[src/rtl/pc_fetch_unit_if.sv]
// Fetch-unit bundle: PC adder loop, redirect/stall controls, imem handshake and decode output.
// master = fetch unit side, slave = surrounding datapath / memory / decode side.
interface pc_fetch_unit_if #(
  parameter int ADDR_W  = 16,
  parameter int INSTR_W = 32
);
  logic [ADDR_W-1:0]  address;
  logic [ADDR_W-1:0]  PC;
  logic               branch_taken;
  logic [ADDR_W-1:0]  branch_target;
  logic               stall;
  logic               imem_req;
  logic               imem_ready;
  logic [INSTR_W-1:0] imem_rdata;
  logic [INSTR_W-1:0] instr;
  logic               instr_valid;
  logic               pc_wrap;

  modport master (
    output address, imem_req, instr, instr_valid, pc_wrap,
    input  PC, branch_taken, branch_target, stall, imem_ready, imem_rdata
  );

  modport slave (
    input  address, imem_req, instr, instr_valid, pc_wrap,
    output PC, branch_taken, branch_target, stall, imem_ready, imem_rdata
  );
endinterface

[src/rtl/pc_fetch_unit.sv]
// PC register + fetch sequencer; optional sticky wrap detector under PC_WRAP_CHECK_EN.
// Latency: instr valid one cycle after the imem_req && imem_ready handshake; 1 instr/cycle.
// Backpressure: imem_ready low or stall high holds the PC; branch_taken overrides both.
module pc_fetch_unit #(
  parameter int                ADDR_W     = 16,
  parameter int                INSTR_W    = 32,
  parameter logic [ADDR_W-1:0] RESET_ADDR = '0
) (
  input  logic             clk,
  input  logic             rst,
  pc_fetch_unit_if.master  bus
);

  typedef enum logic [1:0] {IDLE, FETCH, STALL} state_t;

  state_t             state, state_nxt;
  logic [ADDR_W-1:0]  addr_q, addr_nxt;
  logic [INSTR_W-1:0] instr_q, instr_nxt;
  logic               vld_q, vld_nxt;
  logic               req;
  logic               hs;

  always_ff @(posedge clk) begin
    if (!rst) begin
      state   <= IDLE;
      addr_q  <= RESET_ADDR;
      instr_q <= '0;
      vld_q   <= 1'b0;
    end else begin
      state   <= state_nxt;
      addr_q  <= addr_nxt;
      instr_q <= instr_nxt;
      vld_q   <= vld_nxt;
    end
  end

  always_comb begin
    state_nxt = state;
    addr_nxt  = addr_q;
    instr_nxt = instr_q;
    vld_nxt   = vld_q;
    req       = (state == FETCH) && !bus.stall && !bus.branch_taken;
    hs        = req && bus.imem_ready;

    case (state)
      IDLE:         state_nxt = FETCH;
      FETCH, STALL: state_nxt = bus.stall ? STALL : FETCH;
      default:      state_nxt = IDLE;
    endcase

    if (bus.branch_taken) begin
      state_nxt = FETCH;
      addr_nxt  = bus.branch_target;
      vld_nxt   = 1'b0;
    end else if (hs) begin
      instr_nxt = bus.imem_rdata;
      vld_nxt   = 1'b1;
      addr_nxt  = bus.PC;
    end else if (!bus.stall) begin
      // Leaving STALL or an idle FETCH cycle: no new word, so nothing is re-presented.
      vld_nxt = 1'b0;
    end
  end

  assign bus.address     = addr_q;
  assign bus.imem_req    = req;
  assign bus.instr       = instr_q;
  assign bus.instr_valid = vld_q;

`ifdef PC_WRAP_CHECK_EN
  logic wrap_q, wrap_nxt;

  always_comb begin
    wrap_nxt = wrap_q;
    if (bus.branch_taken)
      wrap_nxt = 1'b0;
    else if (hs && (bus.PC < addr_q))
      wrap_nxt = 1'b1;
  end

  always_ff @(posedge clk) begin
    if (!rst) wrap_q <= 1'b0;
    else      wrap_q <= wrap_nxt;
  end

  assign bus.pc_wrap = wrap_q;
`else
  assign bus.pc_wrap = 1'b0;
`endif

endmodule
[src/flat_wrapper.sv]
// flat-port wrapper written by rule: the top's interface ports become plain ports
module pc_fetch_unit_flat 
#(
  parameter int                ADDR_W     = 16,
  parameter int                INSTR_W    = 32,
  parameter logic [ADDR_W-1:0] RESET_ADDR = '0
)
  (clk, rst, bus_address, bus_imem_req, bus_instr, bus_instr_valid, bus_pc_wrap, bus_PC, bus_branch_taken, bus_branch_target, bus_stall, bus_imem_ready, bus_imem_rdata);
  pc_fetch_unit_if #(.ADDR_W(ADDR_W), .INSTR_W(INSTR_W)) bus_i ();
  input  logic clk;
  input  logic rst;
  output wire logic [$bits(bus_i.address)-1:0] bus_address;
  output wire logic [$bits(bus_i.imem_req)-1:0] bus_imem_req;
  output wire logic [$bits(bus_i.instr)-1:0] bus_instr;
  output wire logic [$bits(bus_i.instr_valid)-1:0] bus_instr_valid;
  output wire logic [$bits(bus_i.pc_wrap)-1:0] bus_pc_wrap;
  input wire logic [$bits(bus_i.PC)-1:0] bus_PC;
  input wire logic [$bits(bus_i.branch_taken)-1:0] bus_branch_taken;
  input wire logic [$bits(bus_i.branch_target)-1:0] bus_branch_target;
  input wire logic [$bits(bus_i.stall)-1:0] bus_stall;
  input wire logic [$bits(bus_i.imem_ready)-1:0] bus_imem_ready;
  input wire logic [$bits(bus_i.imem_rdata)-1:0] bus_imem_rdata;
  assign bus_address = bus_i.address;
  assign bus_imem_req = bus_i.imem_req;
  assign bus_instr = bus_i.instr;
  assign bus_instr_valid = bus_i.instr_valid;
  assign bus_pc_wrap = bus_i.pc_wrap;
  assign bus_i.PC = bus_PC;
  assign bus_i.branch_taken = bus_branch_taken;
  assign bus_i.branch_target = bus_branch_target;
  assign bus_i.stall = bus_stall;
  assign bus_i.imem_ready = bus_imem_ready;
  assign bus_i.imem_rdata = bus_imem_rdata;
  pc_fetch_unit #(.ADDR_W(ADDR_W), .INSTR_W(INSTR_W), .RESET_ADDR(RESET_ADDR)) u_core (.clk(clk), .rst(rst), .bus(bus_i));
endmodule
[config.mk]
export PLATFORM = sky130hd
export DESIGN_NAME = pc_fetch_unit_flat
export DESIGN_NICKNAME = d
export VERILOG_FILES = /design/src/rtl/pc_fetch_unit_if.sv /design/src/rtl/pc_fetch_unit.sv /design/src/flat_wrapper.sv
export SDC_FILE = /design/constraint.sdc
export NUM_CORES = 1
export LEC_CHECK = 0
export ABC_AREA = 0
export BUFFER_PORTS_ARGS = -buffer_cell sky130_fd_sc_hd__buf_2
export CORE_UTILIZATION = 47
export DETAILED_ROUTE_END_ITERATION = 8
export GPL_TIMING_DRIVEN = 0
export PLACE_DENSITY = 0.95
export SYNTH_ARGS = -nofsm -noshare
export SYNTH_HDL_FRONTEND = slang
export SYNTH_SLANG_ARGS = --single-unit
export TNS_END_PERCENT = 100
[constraint.sdc]
create_clock -name clk -period 2.35 [get_ports clk]
set_input_delay 0.1175 -clock clk [delete_from_list [all_inputs] [get_ports clk]]
set_output_delay 0.1175 -clock clk [all_outputs]
set_load 0.02 [all_outputs]
==> results.md <==
* Area grow syn2layout at 35.0%
* Slowest Stage Delay on Critical Path at around 340 ps
* Clock buffer depth at 2
* RSZ-0062 raised after global routing: no
* Yosys warns at 0
* Drt wl/cell at between 10 and 15 um
* Die height at approximately 70 um
* Initial antenna violation count at 0
* Initial DRT Pass Iterations at 4
* CP required at roughly 2500 ps
* Mapped Cells at approximately 250
* Critical path launch point type: flip-flop
* CTS tree: built
* GRT Overall Usage at 0.215
* Die X at ~70 um
* Cell Count, Final, Fillers Out at 427
* CP arrival at between 1500 and 2000 ps
* Critical path cell sequence: inv_1 > ha_1 > and4bb_2 > buf_4 > buf_6 > nand3_1 > o211ai_2
* Post-CTS sizing at 0
* Total gr overflow at 0
* CP max-delay cell: dfxtp_1
* DR vias/cell at between 5 and 6
* Hpwl dp at between 4000 and 5000 um
* IO Pins at 120
* RD Place Congestion at slightly above 0.7
* Worst vdd ir at approximately 0.33 mV
* Core box area at about 4400 sq um
* Sink Count at about 50
* Crit Path Category: reg -> reg
* Setup TNS at 0 ps
* Fill cell count at approximately 400
* Post-Route Utilization at 0.663
* Hold-fix buffers, CTS at 0
* Final slew viol count at 0
* Share of cells above drive strength 1 at 0.392
* Worst setup EP type: flip-flop
* Sequential area share after synthesis at 0.474
* Starting Density at 0.491
* PD cells at between 500 and 600 nW/um^2
* Fin Clk Skew at 7.13 ps
* DRT iter0 DRCs at 94
* Largest net degree at the start of global routing at 15
* Vias in the first global route at approximately 1900
* Asr flop ratio synth at 0
* Vias at between 2000 and 2500
* Hold Crit Class: in -> reg
* Clock latency on the worst-skew pair at 300 ps
* Post-layout nets at 447
* Synth Cell Area at approximately 2200 sq um
* Final wirelength at roughly 5200 um
* Final period util at 0.633
* ANT cells at 0
* Number of port buffers at between 100 and 150
* Status: finished, final reports clean
* Sequential cell area at between 1000 and 1500 sq um
* Multi-input logic area at between 900 and 1000 sq um
* Dpl cells at 420
* FP Rows at 24
* Max-Cap Viols at 0
* Post CTS Setup Buffer Count at 0
* Syn_nets at about 320
* First-pass GRT wire length at around 8400 um
* Max Clk Rate at between 600 and 700 MHz
* Worst path bufs/invs at 3
* Number of flops mapped to enable cells by yosys at 0
* Fin crit period at between 1000 and 1500 ps
* Top delay family on crit path: buffers and inverters
* Static Leak at ~1.3 nW
* H-tree levels at 2
* DRT antenna net count at 0
* Yosys reg bits at between 50 and 60
* Worst-path clk slew at roughly 90 ps
* Root buffer cell: clkbuf_8
* Die area at 4850 sq um
* Final Total Pwr at 1.74 mW
* Hold Fails Final Rpt at 0
* Post-route DRC at 0
* Critical path fanouts, max at 10
* Unique cell type count in the Yosys netlist at 21
* Avg Cell Area, Syn at roughly 8.6 sq um
* Total CTS buffers at 5
* Dominant synthesized flop cell: dfxtp_1
* Final setup viols at 0
## power breakdown
group / leakage (nW) / switching [mW] / internal (mW)
logic: 0.883 / 0.136 / 0.108
registers: 0.415 / 0.0150 / 0.895
clock network: 0.0513 / 0.270 / 0.312
## worst register-to-register path: stages, from the launching register on
cell and delay (ps):
dfxtp_1 340, inv_1 60, ha_1 210, and4bb_2 270, buf_4 180, buf_6 150, nand3_1 100, o211ai_2 80
## flip-flops by register name (all words and copies together), names as in the netlist
name,flops
u_core.bus.address,16
u_core.bus.instr,32
u_core.bus.instr_valid,1
u_core.state,2
## logic make-up (layout without fill, tap and decap cells)
family                   after synthesis  after routing  share of synthesized area
AND/OR/NAND/NOR                      119            119                      0.242
AO/OA/AOI/OAI                         51             51                      0.199
flip-flops                            51             51                      0.474
buffers and inverters                 26            150                     0.0651
adder cells (fa/ha/maj)                3              3                     0.0174
other                                  1              1                    0.00174
## cell usage in the layout, fill, tap and decap left out
cell type / n
buf_4: 3
nand3_1: 32
dfxtp_1: 51
and4bb_2: 1
ha_1: 3
o211ai_1: 6
bufinv_16: 1
and4b_1: 1
a21oi_1: 2
o211ai_2: 10
inv_1: 3
buf_1: 3
buf_6: 3
nor3b_1: 2
conb_1: 1
a21boi_0: 32
clkbuf_8: 5
nand2_1: 80
nand4bb_1: 1
buf_2: 124
clkbuf_1: 8
o21a_1: 1
nand2b_1: 2
## final cells by class
cell class | instances | share of cell area
buffer | 23 | 0.0444
clock buffer | 6 | 0.0250
clock inverter | 1 | 0.0103
inverter | 3 | 0.00388
multi-input combinational | 174 | 0.341
sequential | 51 | 0.351
tap | 52 | 0.0224
timing repair buffer | 117 | 0.202
## metrics by stage
step / hold WS (ps) / cell area [sq um] / setup slack, ps
6_report: 44.4 / 2910 / 862
5_1_grt: 54.0 / 2910 / 724
4_1_cts: 42.1 / 2910 / 853
3_5_place_dp: 356 / 2800 / 864
3_3_place_gp: 349 / 2800 / 903
2_1_floorplan: 262 / 2150 / 1010
## Yosys cell counts (2+ instances only)
cell type  instances  area, sq um
buf_6              3         33.8
o211ai_2          10          125
buf_1              3         11.3
nand3_1           32          160
nand2b_1           2         12.5
nand2_1           80          300
buf_2              7         35.0
inv_1              3         11.3
nor3b_1            2         15.0
a21boi_0          32          240
ha_1               3         37.5
buf_4              3         22.5
dfxtp_1           51         1020
o211ai_1           6         45.0
clkbuf_1           7         26.3
a21oi_1            2         10.0
## final timing paths
path	slack, ps	cells after the start	from	to
max reg2reg	860	7	u_core.state[1]$_SDFF_PP0_	u_core.bus.address[8]$_SDFFE_PN0P_
min reg2reg	460	2	u_core.bus.instr[11]$_SDFFE_PN0P_	u_core.bus.instr[11]$_SDFFE_PN0P_
max	860	7	u_core.state[1]$_SDFF_PP0_	u_core.bus.address[8]$_SDFFE_PN0P_
min	40	3	bus_PC[14]	u_core.bus.address[14]$_SDFFE_PN0P_
## routing by layer
metal  wire, um  track usage  vias up  share of wire
met1       2320        0.264      952           0.44
met4        111       0.0933        0          0.021
met2       2480        0.368       86           0.47
met3        331       0.0422       11          0.063
li1           -            -     1087              -
met5          0            0        -              0
No activity file was read; power rests on OpenSTA's default activity.
